`src/rtl/ps2_codes_pkg.sv`:
```
// Shared PS/2 set-2 scan codes, ASCII constants and decoder state encoding
// for the keyboard front-end blocks.
package ps2_codes_pkg;

  localparam logic [7:0] SC_F0     = 8'hF0;
  localparam logic [7:0] SC_E0     = 8'hE0;
  localparam logic [7:0] SC_LSHIFT = 8'h12;
  localparam logic [7:0] SC_RSHIFT = 8'h59;
  localparam logic [7:0] SC_ENTER  = 8'h5A;
  localparam logic [7:0] SC_SPACE  = 8'h29;
  localparam logic [7:0] SC_BKSP   = 8'h66;

  localparam logic [7:0] ASCII_NUL     = 8'h00;
  localparam logic [7:0] ASCII_BS      = 8'h08;
  localparam logic [7:0] ASCII_CR      = 8'h0D;
  localparam logic [7:0] ASCII_SPACE   = 8'h20;
  localparam logic [7:0] ASCII_ZERO    = 8'h30;
  localparam logic [7:0] ASCII_UPPER_A = 8'h41;
  localparam logic [7:0] ASCII_LOWER_A = 8'h61;

  localparam logic [1:0] ST_IDLE      = 2'd0;
  localparam logic [1:0] ST_BREAK     = 2'd1;
  localparam logic [1:0] ST_EXT       = 2'd2;
  localparam logic [1:0] ST_EXT_BREAK = 2'd3;

  function automatic logic is_shift_code(input logic [7:0] code);
    return (code == SC_LSHIFT) || (code == SC_RSHIFT);
  endfunction

endpackage

```
`src/rtl/ps2_ascii_lut.sv`:
```
// Combinational set-2 scan code to ASCII translation for printable keys,
// digits, space, enter and backspace.
module ps2_ascii_lut
  import ps2_codes_pkg::*;
(
  input  logic [7:0] i_scan,
  input  logic       i_shift,
  output logic [7:0] o_ascii,
  output logic       o_hit
);

  logic       w_is_letter;
  logic [4:0] w_letter_idx;

  always_comb begin
    w_is_letter  = 1'b1;
    w_letter_idx = '0;
    case (i_scan)
      8'h1C: w_letter_idx = 5'd0;
      8'h32: w_letter_idx = 5'd1;
      8'h21: w_letter_idx = 5'd2;
      8'h23: w_letter_idx = 5'd3;
      8'h24: w_letter_idx = 5'd4;
      8'h2B: w_letter_idx = 5'd5;
      8'h34: w_letter_idx = 5'd6;
      8'h33: w_letter_idx = 5'd7;
      8'h43: w_letter_idx = 5'd8;
      8'h3B: w_letter_idx = 5'd9;
      8'h42: w_letter_idx = 5'd10;
      8'h4B: w_letter_idx = 5'd11;
      8'h3A: w_letter_idx = 5'd12;
      8'h31: w_letter_idx = 5'd13;
      8'h44: w_letter_idx = 5'd14;
      8'h4D: w_letter_idx = 5'd15;
      8'h15: w_letter_idx = 5'd16;
      8'h2D: w_letter_idx = 5'd17;
      8'h1B: w_letter_idx = 5'd18;
      8'h2C: w_letter_idx = 5'd19;
      8'h3C: w_letter_idx = 5'd20;
      8'h2A: w_letter_idx = 5'd21;
      8'h1D: w_letter_idx = 5'd22;
      8'h22: w_letter_idx = 5'd23;
      8'h35: w_letter_idx = 5'd24;
      8'h1A: w_letter_idx = 5'd25;
      default: w_is_letter = 1'b0;
    endcase
  end

  always_comb begin
    o_ascii = ASCII_NUL;
    o_hit   = 1'b1;
    if (w_is_letter) begin
      o_ascii = (i_shift ? ASCII_UPPER_A : ASCII_LOWER_A) + {3'b000, w_letter_idx};
    end else begin
      case (i_scan)
        8'h45:     o_ascii = ASCII_ZERO + 8'd0;
        8'h16:     o_ascii = ASCII_ZERO + 8'd1;
        8'h1E:     o_ascii = ASCII_ZERO + 8'd2;
        8'h26:     o_ascii = ASCII_ZERO + 8'd3;
        8'h25:     o_ascii = ASCII_ZERO + 8'd4;
        8'h2E:     o_ascii = ASCII_ZERO + 8'd5;
        8'h36:     o_ascii = ASCII_ZERO + 8'd6;
        8'h3D:     o_ascii = ASCII_ZERO + 8'd7;
        8'h3E:     o_ascii = ASCII_ZERO + 8'd8;
        8'h46:     o_ascii = ASCII_ZERO + 8'd9;
        SC_SPACE:  o_ascii = ASCII_SPACE;
        SC_ENTER:  o_ascii = ASCII_CR;
        SC_BKSP:   o_ascii = ASCII_BS;
        default:   o_hit   = 1'b0;
      endcase
    end
  end

endmodule

```
`src/rtl/ps2_ascii_fifo.sv`:
```
// PS/2 scan-code decoder (make/break/extended, shift) feeding a small ASCII
// character FIFO drained with a valid/ready handshake.
module ps2_ascii_fifo
  import ps2_codes_pkg::*;
#(
  parameter int DEPTH  = 16,
  parameter int ADDR_W = 4
) (
  input  logic              clock,
  input  logic              resetn,
  input  logic [7:0]        ps2_key_data,
  input  logic              ps2_key_pressed,
  input  logic              clear,
  output logic [7:0]        out_ascii,
  output logic              out_valid,
  input  logic              out_ready,
  output logic [ADDR_W:0]   count,
  output logic              overflow
);

  localparam logic [ADDR_W:0] FULL_COUNT = (ADDR_W + 1)'(DEPTH);

  logic [1:0]        r_state;
  logic              r_shift;
  logic [ADDR_W-1:0] r_wr_ptr;
  logic [ADDR_W-1:0] r_rd_ptr;
  logic [ADDR_W:0]   r_count;
  logic              r_overflow;
  logic [7:0]        r_mem [DEPTH];

  logic [7:0] w_lut_ascii;
  logic       w_lut_hit;
  logic       w_valid;
  logic       w_full;
  logic       w_pop;
  logic       w_push_req;
  logic       w_push;
  logic       w_drop;

  ps2_ascii_lut u_lut (
    .i_scan  (ps2_key_data),
    .i_shift (r_shift),
    .o_ascii (w_lut_ascii),
    .o_hit   (w_lut_hit)
  );

  assign w_valid    = (r_count != '0);
  assign w_full     = (r_count == FULL_COUNT);
  assign w_pop      = w_valid & out_ready;
  assign w_push_req = ps2_key_pressed & (r_state == ST_IDLE) & w_lut_hit;
  // A full FIFO still accepts a push when the head is leaving in the same cycle.
  assign w_push     = w_push_req & (~w_full | w_pop);
  assign w_drop     = w_push_req & w_full & ~w_pop;

  always_ff @(posedge clock) begin
    if (!resetn || clear) begin
      r_state    <= ST_IDLE;
      r_shift    <= 1'b0;
      r_wr_ptr   <= '0;
      r_rd_ptr   <= '0;
      r_count    <= '0;
      r_overflow <= 1'b0;
    end else begin
      if (ps2_key_pressed) begin
        case (r_state)
          ST_IDLE: begin
            if (ps2_key_data == SC_F0)
              r_state <= ST_BREAK;
            else if (ps2_key_data == SC_E0)
              r_state <= ST_EXT;
            else if (is_shift_code(ps2_key_data))
              r_shift <= 1'b1;
          end
          ST_BREAK: begin
            if (is_shift_code(ps2_key_data))
              r_shift <= 1'b0;
            r_state <= ST_IDLE;
          end
          ST_EXT:  r_state <= (ps2_key_data == SC_F0) ? ST_EXT_BREAK : ST_IDLE;
          default: r_state <= ST_IDLE;
        endcase
      end
      if (w_push)
        r_wr_ptr <= r_wr_ptr + 1'b1;
      if (w_pop)
        r_rd_ptr <= r_rd_ptr + 1'b1;
      case ({w_push, w_pop})
        2'b10:   r_count <= r_count + 1'b1;
        2'b01:   r_count <= r_count - 1'b1;
        default: r_count <= r_count;
      endcase
      if (w_drop)
        r_overflow <= 1'b1;
    end
  end

  always_ff @(posedge clock) begin
    if (resetn && !clear && w_push)
      r_mem[r_wr_ptr] <= w_lut_ascii;
  end

  assign out_valid = w_valid;
  assign out_ascii = w_valid ? r_mem[r_rd_ptr] : ASCII_NUL;
  assign count     = r_count;
  assign overflow  = r_overflow;

endmodule

```
`config.mk`:
```
export PLATFORM = sky130hd
export DESIGN_NAME = ps2_ascii_fifo
export DESIGN_NICKNAME = d
export VERILOG_FILES = /design/src/rtl/ps2_codes_pkg.sv /design/src/rtl/ps2_ascii_lut.sv /design/src/rtl/ps2_ascii_fifo.sv
export SDC_FILE = /design/constraint.sdc
export NUM_CORES = 1
export LEC_CHECK = 0
export ABC_AREA = 1
export CAP_MARGIN = 20
export CORE_MARGIN = 2
export CORE_UTILIZATION = 45
export CTS_CLUSTER_DIAMETER = 80
export DETAILED_ROUTE_END_ITERATION = 7
export PLACE_DENSITY = 0.66
export SETUP_SLACK_MARGIN = 0.3
export SYNTH_ARGS = -nofsm -noshare
export SYNTH_HDL_FRONTEND = slang
export SYNTH_SLANG_ARGS = --single-unit
```
`constraint.sdc`:
```
create_clock -name clock -period 2.2 [get_ports clock]
set_input_delay 0.33 -clock clock [delete_from_list [all_inputs] [get_ports clock]]
set_output_delay 0.33 -clock clock [all_outputs]
set_load 0.05 [all_outputs]
```
# After elaboration in Yosys (flattened, before gate mapping)
# Memories as Yosys holds them, arrays and structs flattened. A register that Yosys moved wholly into a read port is not among the register bits.
# Index checks and enable logic that the tools add are counted.
# totals
ff_bits,17
latch_bits,0
ram_bits,128
rom_bits,0
inputBits,13
word_cells,110
n_memories,1
# classes
n_addsub,5
mul,0
n_div,0
order_cmp,0
eq_ne,53
n_shift,0
n_mux,22
n_bitwise,9
reduce_logical,14
# memory_table
name,words,width,read_ports,rd_clocked_by_memory_dff,write_ports,line_no,source
r_mem,16,8,1,1,1,ps2_ascii_fifo.sv:29,logic [7:0] r_mem [DEPTH];
# op_table
operator,n
8-bit by 6-bit == test with 1-bit output (second input constant),23
5-bit one-hot mux with 25 select lines,1
8-bit by 7-bit == test with 1-bit output (second input constant),10
6-bit one-hot mux with 13 select lines,1
8-bit by 5-bit == test with 1-bit output (second input constant),8
26-bit OR reduction,1
8-bit == test (second input constant),2
8-bit two-way mux,2
13-bit OR reduction,1
5-bit one-hot mux with 2 select lines,1
1-bit two-way mux,9
4-bit by 1-bit adder with 4-bit output (second input constant),2
8-bit by 5-bit adder with 8-bit output,1
4-bit two-way mux,2
1-bit bitwise AND,6
2-bit two-way mux,3
6-bit two-way mux,1
2-bit != test (second input constant),3
6-bit AND reduction,1
5-bit by 1-bit adder with 5-bit output (second input constant),1
5-bit == test (second input constant),1
5-bit nonzero test,1
5-bit by 1-bit subtractor with 5-bit output (second input constant),1
2-bit by 1-bit == test with 1-bit output (second input constant),2
13 further kinds,19

# Logic depth before layout (Yosys ltp)
# logic_depth
ltp_word,9
ltp_mapped,21
ltp_nobuf,21

# Hierarchy
# A second synthesis with hierarchy kept.
# unflattened
cells_unflattened,728
area_unflattened_um2,7066.8
# modules_own_cells
mod,n_inst,cells_each,area_each_um2,seq_area_each_um2
ps2_ascii_fifo,1,530,6207.2,4264.1
ps2_ascii_lut,1,198,859.6,0.0

# Worst setup path before layout
# No wires, ideal clock.
# synth_path
path_kind,reg2reg
start,"register r_count[0], in the netlist count[0]"
end,"register r_count[4], in the netlist count[4]"
arrival_ns,2.870
t_required_ns,2.083
setup_slack_ns,-0.787
stages_incl_launch_ff,16
path_buffers,0
period_less_slack_ns,2.987
cell_sequence,dfxtp_1 nor4_1 nand2_1 nand2_1 inv_1 nand2_4 inv_1 fa_1 nand2_1 nand2_1 a21oi_1 nand2_1 nand2_1 nand3_1 nand2_1 nor2_1
# synth_via
elab_chain_cells,6
# synth_rtl
element,line_no,source
"start, declared",ps2_ascii_fifo.sv:27,logic [ADDR_W:0] r_count;
"start signal, assigned",ps2_ascii_fifo.sv:88,2'b10: r_count <= r_count + 1'b1;
"start signal, assigned",ps2_ascii_fifo.sv:89,2'b01: r_count <= r_count - 1'b1;
"start signal, assigned",ps2_ascii_fifo.sv:90,default: r_count <= r_count;
5-bit nonzero test *,ps2_ascii_fifo.sv:47,assign w_valid = (r_count != '0);
via out_valid,ps2_ascii_fifo.sv:15,"output logic out_valid,"
1-bit bitwise AND *,ps2_ascii_fifo.sv:49,assign w_pop = w_valid & out_ready;
1-bit bitwise OR,ps2_ascii_fifo.sv:52,assign w_push = w_push_req & (~w_full | w_pop);
1-bit bitwise AND,ps2_ascii_fifo.sv:52,
2-bit by 1-bit == test with 1-bit output / 2-bit == test (equally long branches),ps2_ascii_fifo.sv:87,"case ({w_push, w_pop})"
5-bit one-hot mux with 2 select lines / 2-bit nonzero test (equally long branches),-,
# Mark *: on every way through the listed nets, which the timed path passes. The rest lies on a longest branch.
# A chain may end at the register's enable or synchronous reset.

==> metrics.yaml <==
global_route:
  grt_antenna_before_repair: 0
  use_met2_pct: 43.5
  use_met3_pct: 4.51
  grt_use_met1_pct: 32.5
  grt_first_pass_wirelength_mm: 31.4
  grt_overflow_total: 0
  grt_usage_pct: 25.5
  grt_max_degree: 35
  top_usage_layer: "met2"
  first_global_vias: 5856
setup_path:
  worstPathRequired_ns: 1.87
  crit_top_cell: "buf_6"
  reg2reg_from: "count[3]$_SDFFE_PP0P_"
  start_kind: "flop"
  cp-end-kind: "output pin"
  critPathKind: "reg2out"
  critPathMaxStageDelay_ns: 0.46
  crit_fanout: 6
  worst_path_max_delay_cell: "dfxtp_4"
  crit_chain: "buf_6 -> buf_12 -> o21ai_1 -> o221ai_2 -> nand3_1 -> a21oi_4 -> buf_6"
  cp.arrival_ns: 2.07
timing:
  finalMaxSlewViolations: 0
  finalHoldViolCount: 0
  finalCritPeriodShare_pct: 109
  max_freq_mhz: 417
  relSlewSlack_pct: 53.1
  worst_pin_slew_ns: 0.703
  hold_slack_ns: 0.465
  clock_skew_ns: 0.00952
  rsz0062_at_grt: "true"
  final-setup-viol-count: 9
  setup_slack_ns: -0.200
  period_needed_ns: 2.40
floorplanning:
  start_util_pct: 45.8
  die_h_um: 128
  ioPinCount: 28
  die-area_mm2: 0.0164
  die_w_um: 128
  rows: 45
  core-area_mm2: 0.0151
hold_path:
  hold_start: "r_shift$_SDFFE_PP0P_"
  hp-class: "reg2reg"
logic_synthesis:
  synth_top_area_cell: "edfxtp_1"
  synth_area_leaders: "edfxtp_1 55%, nor2_1 7.1%, dfxtp_1 6.1%"
  ys_warn_count: 0
  ys_async_sr_fraction_pct: 0
  synth-seq-area-share_pct: 61.4
  synth_top_area_share_pct: 55.4
  syn_avg_cell_area_um2: 10.3
  synthTopCellsByCount: "132 x nor2_1, 128 x edfxtp_1, 81 x nand2_1, 81 x o21ai_0, 36 x nand3_1"
  synth_edf_count: 128
  yosys.cell_types.count: 37
  synthFlopType: "edfxtp_1"
  synth_seq_cells: 149
  synthCells: 675
  synth_most_common_cell: "nor2_1"
  synth.cell_area_mm2: 0.00694
clock_tree:
  htreeDepth: 4
  clock_latency_ns: 0.43
  clockBufferDepth: 2
  cts_tree: "built"
  clk_pin_slew_ns: 0.06
  clock-root-buffer: "clkbuf_16"
  clock-sinks: 149
  numCtsBuffers: 17
place:
  dp_hpwl_mm: 12.0
  io_buffers: 27
  globalplace.congestion: 0.891
  post-place-ws_ns: -0.844
pwr:
  ir_worst_vdd_v: 0.000489
  p_per_area_mw_per_mm2: 606
  leakage_nw: 4.06
finish:
  antenna_cells: 0
  fin_nets: 882
  fill_cells: 1005
  syn_to_final_growth_pct: 52.8
  layout-drive-gt1-share_pct: 42.9
detailed_routing:
  wire_per_inst_um: 19.8
  vias: 5989
  drt-total-wl_mm: 21.0
  drc_errors: 0
  dr.pass1.iters: 5
  vias_per_cell: 5.65
  final_antenna_net_count: 0
  drtIter0Drc: 539
run_status:
  status: "complete, but fails checks"
  violations: "setup timing"
run:
  maxCapViolations: 0
worst max-delay path, delay by kind of cell (launching register included):
family | cells | cell delay (ns)
and+or+nand+nor | 1 | 0.17
DFF | 1 | 0.46
buffers and inverters | 3 | 0.46
AOI/OAI and AO/OA | 3 | 0.55
repair_timing:
item / CTS / global route
setup endpoints to repair: 265 / 237
gates cloned: 7 / 4
hold buffers: 0 / 0
pin swaps: 53 / 58
resized for setup: 160 / 85
setup buffers: 37 / 13
path summary, 6_finish.rpt:
check	end	slack [ns]	cells after the start
worst max register to register	count[4]$_SDFFE_PP0P_	0	16
worst max-delay path	out_ascii[6]	-0.20	7
worst min register to register	r_shift$_SDFFE_PP0P_	0.46	2
worst min-delay path	r_shift$_SDFFE_PP0P_	0.46	2
layer usage:
metal	part of all wire, %	up-vias	wire, µm
met5	0	-	0
met2	52	269	10800
met1	39	2912	8140
met3	6.9	49	1450
met4	2.7	0	575
li1	-	2759	-
flip-flops by register name, summed over array words and instances (netlist names), named ones only:
name,cells
r_mem,128
count,5
r_rd_ptr,4
r_wr_ptr,4
r_state,2
overflow,1
r_shift,1
cell type report:
class	count	area [µm²]	area share, %
tap	188	235	2.22
multi-input combinational	478	3320	31.3
clock inverter	13	108	1.01
timing repair buffer	172	1960	18.5
inverter	41	223	2.10
clock buffer	19	475	4.48
sequential	149	4280	40.4
cells by family after synthesis:
logic type / count (synthesis) / synth area share (%)
xor gates and xnor gates: 3 / 0.379
and+or+nand+nor: 304 / 20.9
buffers and inverters: 65 / 3.55
other: 1 / 0.0540
adders and majority gates: 10 / 1.91
AOI/OAI and AO/OA: 143 / 11.8
DFF: 149 / 61.4
where the power goes:
group,switching (mW),total (mW),internal [mW]
clock network,1.21,2.82,1.61
logic,0.313,0.535,0.221
registers,0.00456,3.07,3.07
total,1.53,6.43,4.90
per-stage QoR:
stage	TNS [ns]	cell area, µm²	util (%)	std cells	power [mW]
2_1_floorplan	-0.101	7380	-	690	3.35
3_3_place_gp	-143.62	8630	57.0	967	3.52
3_5_place_dp	-151.19	8630	57.0	967	3.53
4_1_cts	-1.07	10100	66.8	1043	6.39
5_1_grt	-2.02	10600	70.0	1060	6.61
6_report	-1.32	10600	70.0	1060	6.43
placed cells by master, fill, tap and decap left out, types with 4 or more instances in the layout:
cell type,n
a21oi_1,9
a21oi_2,5
a21oi_4,7
buf_12,23
buf_16,4
buf_4,73
buf_6,49
clkbuf_16,24
clkdlybuf4s50_1,4
clkinv_4,4
conb_1,16
dfxtp_1,14
dfxtp_4,4
dlygate4sd2_1,6
edfxtp_1,128
ha_1,5
ha_4,4
inv_1,23
inv_2,10
inv_4,6
inv_6,4
nand2_1,50
nand2_2,26
nand2_4,17
nand2_8,6
nand3_1,22
nand3_2,10
nand3_4,6
nand4_1,7
nor2_1,108
nor2_2,11
nor2_4,29
o21ai_0,61
o21ai_1,12
o21ai_2,9
o221ai_1,11
o221ai_2,9
o22ai_1,12
No activity file was read; power rests on OpenSTA's default activity.
==> RTL edit: new RTL, same flow settings <==
`DEPTH`: 16 -> 32.
--- a/src/rtl/ps2_ascii_fifo.sv
+++ b/src/rtl/ps2_ascii_fifo.sv
@@ -3,7 +3,7 @@
 module ps2_ascii_fifo
   import ps2_codes_pkg::*;
 #(
-  parameter int DEPTH  = 16,
+  parameter int DEPTH  = 32,
   parameter int ADDR_W = 4
 ) (
   input  logic              clock,
Check against the original RTL: not equivalent (a bounded check fails within 4 cycles, from zero or initial values).
==> RTL edit against the original RTL <==
The run still ends with negative setup slack left; sequential cell count is the same; combinational power fell by 32%; via count decreased by 1.5%; design area up 0.11%; worst setup slack better by 0.058 ns; synthesized area about the same; total power is 4.1% lower; sequential share of layout area hardly changed; final cell count up 1.7%; routed wire length is 4.7% lower.
==> RTL edit: results (changes against the original RTL) <==
status complete, but fails checks; failing checks negative setup slack; worst-path maximum fanout 6 (unchanged); Reg with most FFs r_mem; initial drt markers 549 (+1.9%); Setup TNS -0.929 ns (+0.393 ns); n_diodes 0 (unchanged); WL per Instance 18.6 um (-6.3%); proportion of layout cells with a drive suffix above 1 0.422 (-0.00643); vias in the first global route 5939 (+1.4%); Place WS -0.963 ns (-0.118 ns); Area contributors post-synth edfxtp_1, nor2_1, dfxtp_1; GRT Total Usage 0.249 (-0.00601); Post-Syn Instances 677 (+0.30%); setup ws final -0.141 ns (+0.0581 ns); VDD IR max 450 uV (-8.0%); DRT Pass-1 Iters 5 (unchanged); Worst Path Arrival 2.01 ns (-0.06 ns); Vias/cell 5.47 (-3.1%); Post-synth ARST share 0 (unchanged); EDFF count, synth 128 (unchanged); largest net degree at the start of global routing 33 (-5.7%); Slew HR 0.576 (+0.0447); Setup Skew 0.00817 ns (-0.00134 ns); port buffer count 27 (unchanged); CTS Buffer Depth 2 (unchanged); Post-DP HPWL 11700 um (-2.0%); RePlAce Congestion 0.881 (-1.1%); post-route insts no fill 1078 (+1.7%); initial antenna violation count 0 (unchanged); CTS clk-pin slew, worst paths 0.06 ns (about the same); placed cells 971 (+0.41%); placed inst area 8620 sq um (-0.16%); CTS Root Cell clkbuf_16; clock buffer count from CTS 17 (unchanged); die footprint 16400 sq um (about the same); Pleak 4.14 nW (+2.0%); worst skew pair latency 0.41 ns (-0.02 ns); HP Class input port to flip-flop; first-pass GRT wire length 30900 um (-1.6%); htree depth 4 (unchanged); Largest register FFs 128 (unchanged); Seq/Total Area, Yosys 0.614 (about the same); Final Net Count 901 (+2.2%); final setup vio count 13 (+4); commonest cells in the netlist edfxtp_1, nor2_1, o21ai_0, nand2_1, inv_1; Warnings, synthesis 0 (unchanged); Synth cell types 42 (+14%)
## RTL edit: path summary, 6_finish.rpt
kind / startpoint / to / slack (ns) / cells after the start
max: flip-flop / out_ascii[5] / -0.14 / 8
min: ps2_key_data[7] / r_state[0] / 0.43 / 5
max reg2reg: count[1] / count[4] / 0.08 / 11
min reg2reg: overflow / overflow / 0.45 / 2
## RTL edit: logic make-up after synthesis
group           synth area share
fa+ha+maj                 0.0209
flops                      0.614
compound gates             0.126
buf+inv                   0.0440
other cells             0.000540
xor+xnor                 0.00883
simple gates               0.185
## RTL edit: layout make-up
type | instances | area (sq um)
clock buffer | 23 | 448
sequential | 149 | 4290
fill | 1024 | 4530
timing repair buffer | 190 | 2070
tap | 188 | 235
inverter | 51 | 243
clock inverter | 9 | 110
multi-input combinational | 468 | 3230
## RTL edit: critical path: stages, from the launching register on
cell     delay, ns
dfxtp_4       0.45
buf_6         0.14
o21ai_1       0.08
o22ai_2       0.22
nor2_1        0.08
nor2_1        0.13
o21ai_2       0.10
a21oi_1       0.17
buf_4         0.22
## RTL edit: what timing repair did
| action | in CTS | in global routing |
|---|---|---|
| pin swaps | 78 | 47 |
| resized for setup | 164 | 85 |
| buffers inserted | 54 | 10 |
| setup endpoints to repair | 263 | 237 |
| cloned | 10 | 1 |
## RTL edit: report_power, final
part | switching, mW | internal, mW | leakage, nW | total [mW]
Combinational | 0.205 | 0.156 | 2.62 | 0.362
Clock | 1.07 | 1.67 | 0.261 | 2.74
Sequential | 0.000324 | 3.06 | 1.26 | 3.06
Total | 1.28 | 4.89 | 4.14 | 6.17
## RTL edit: per-layer routing
layer	GRT usage	wire length, um	vias to the layer above	share of wire
met5	0	0	-	0
met4	0.100	439	0	0.022
met3	0.0422	1250	34	0.063
met2	0.450	10500	222	0.52
met1	0.293	7860	2852	0.39
li1	-	-	2792	-
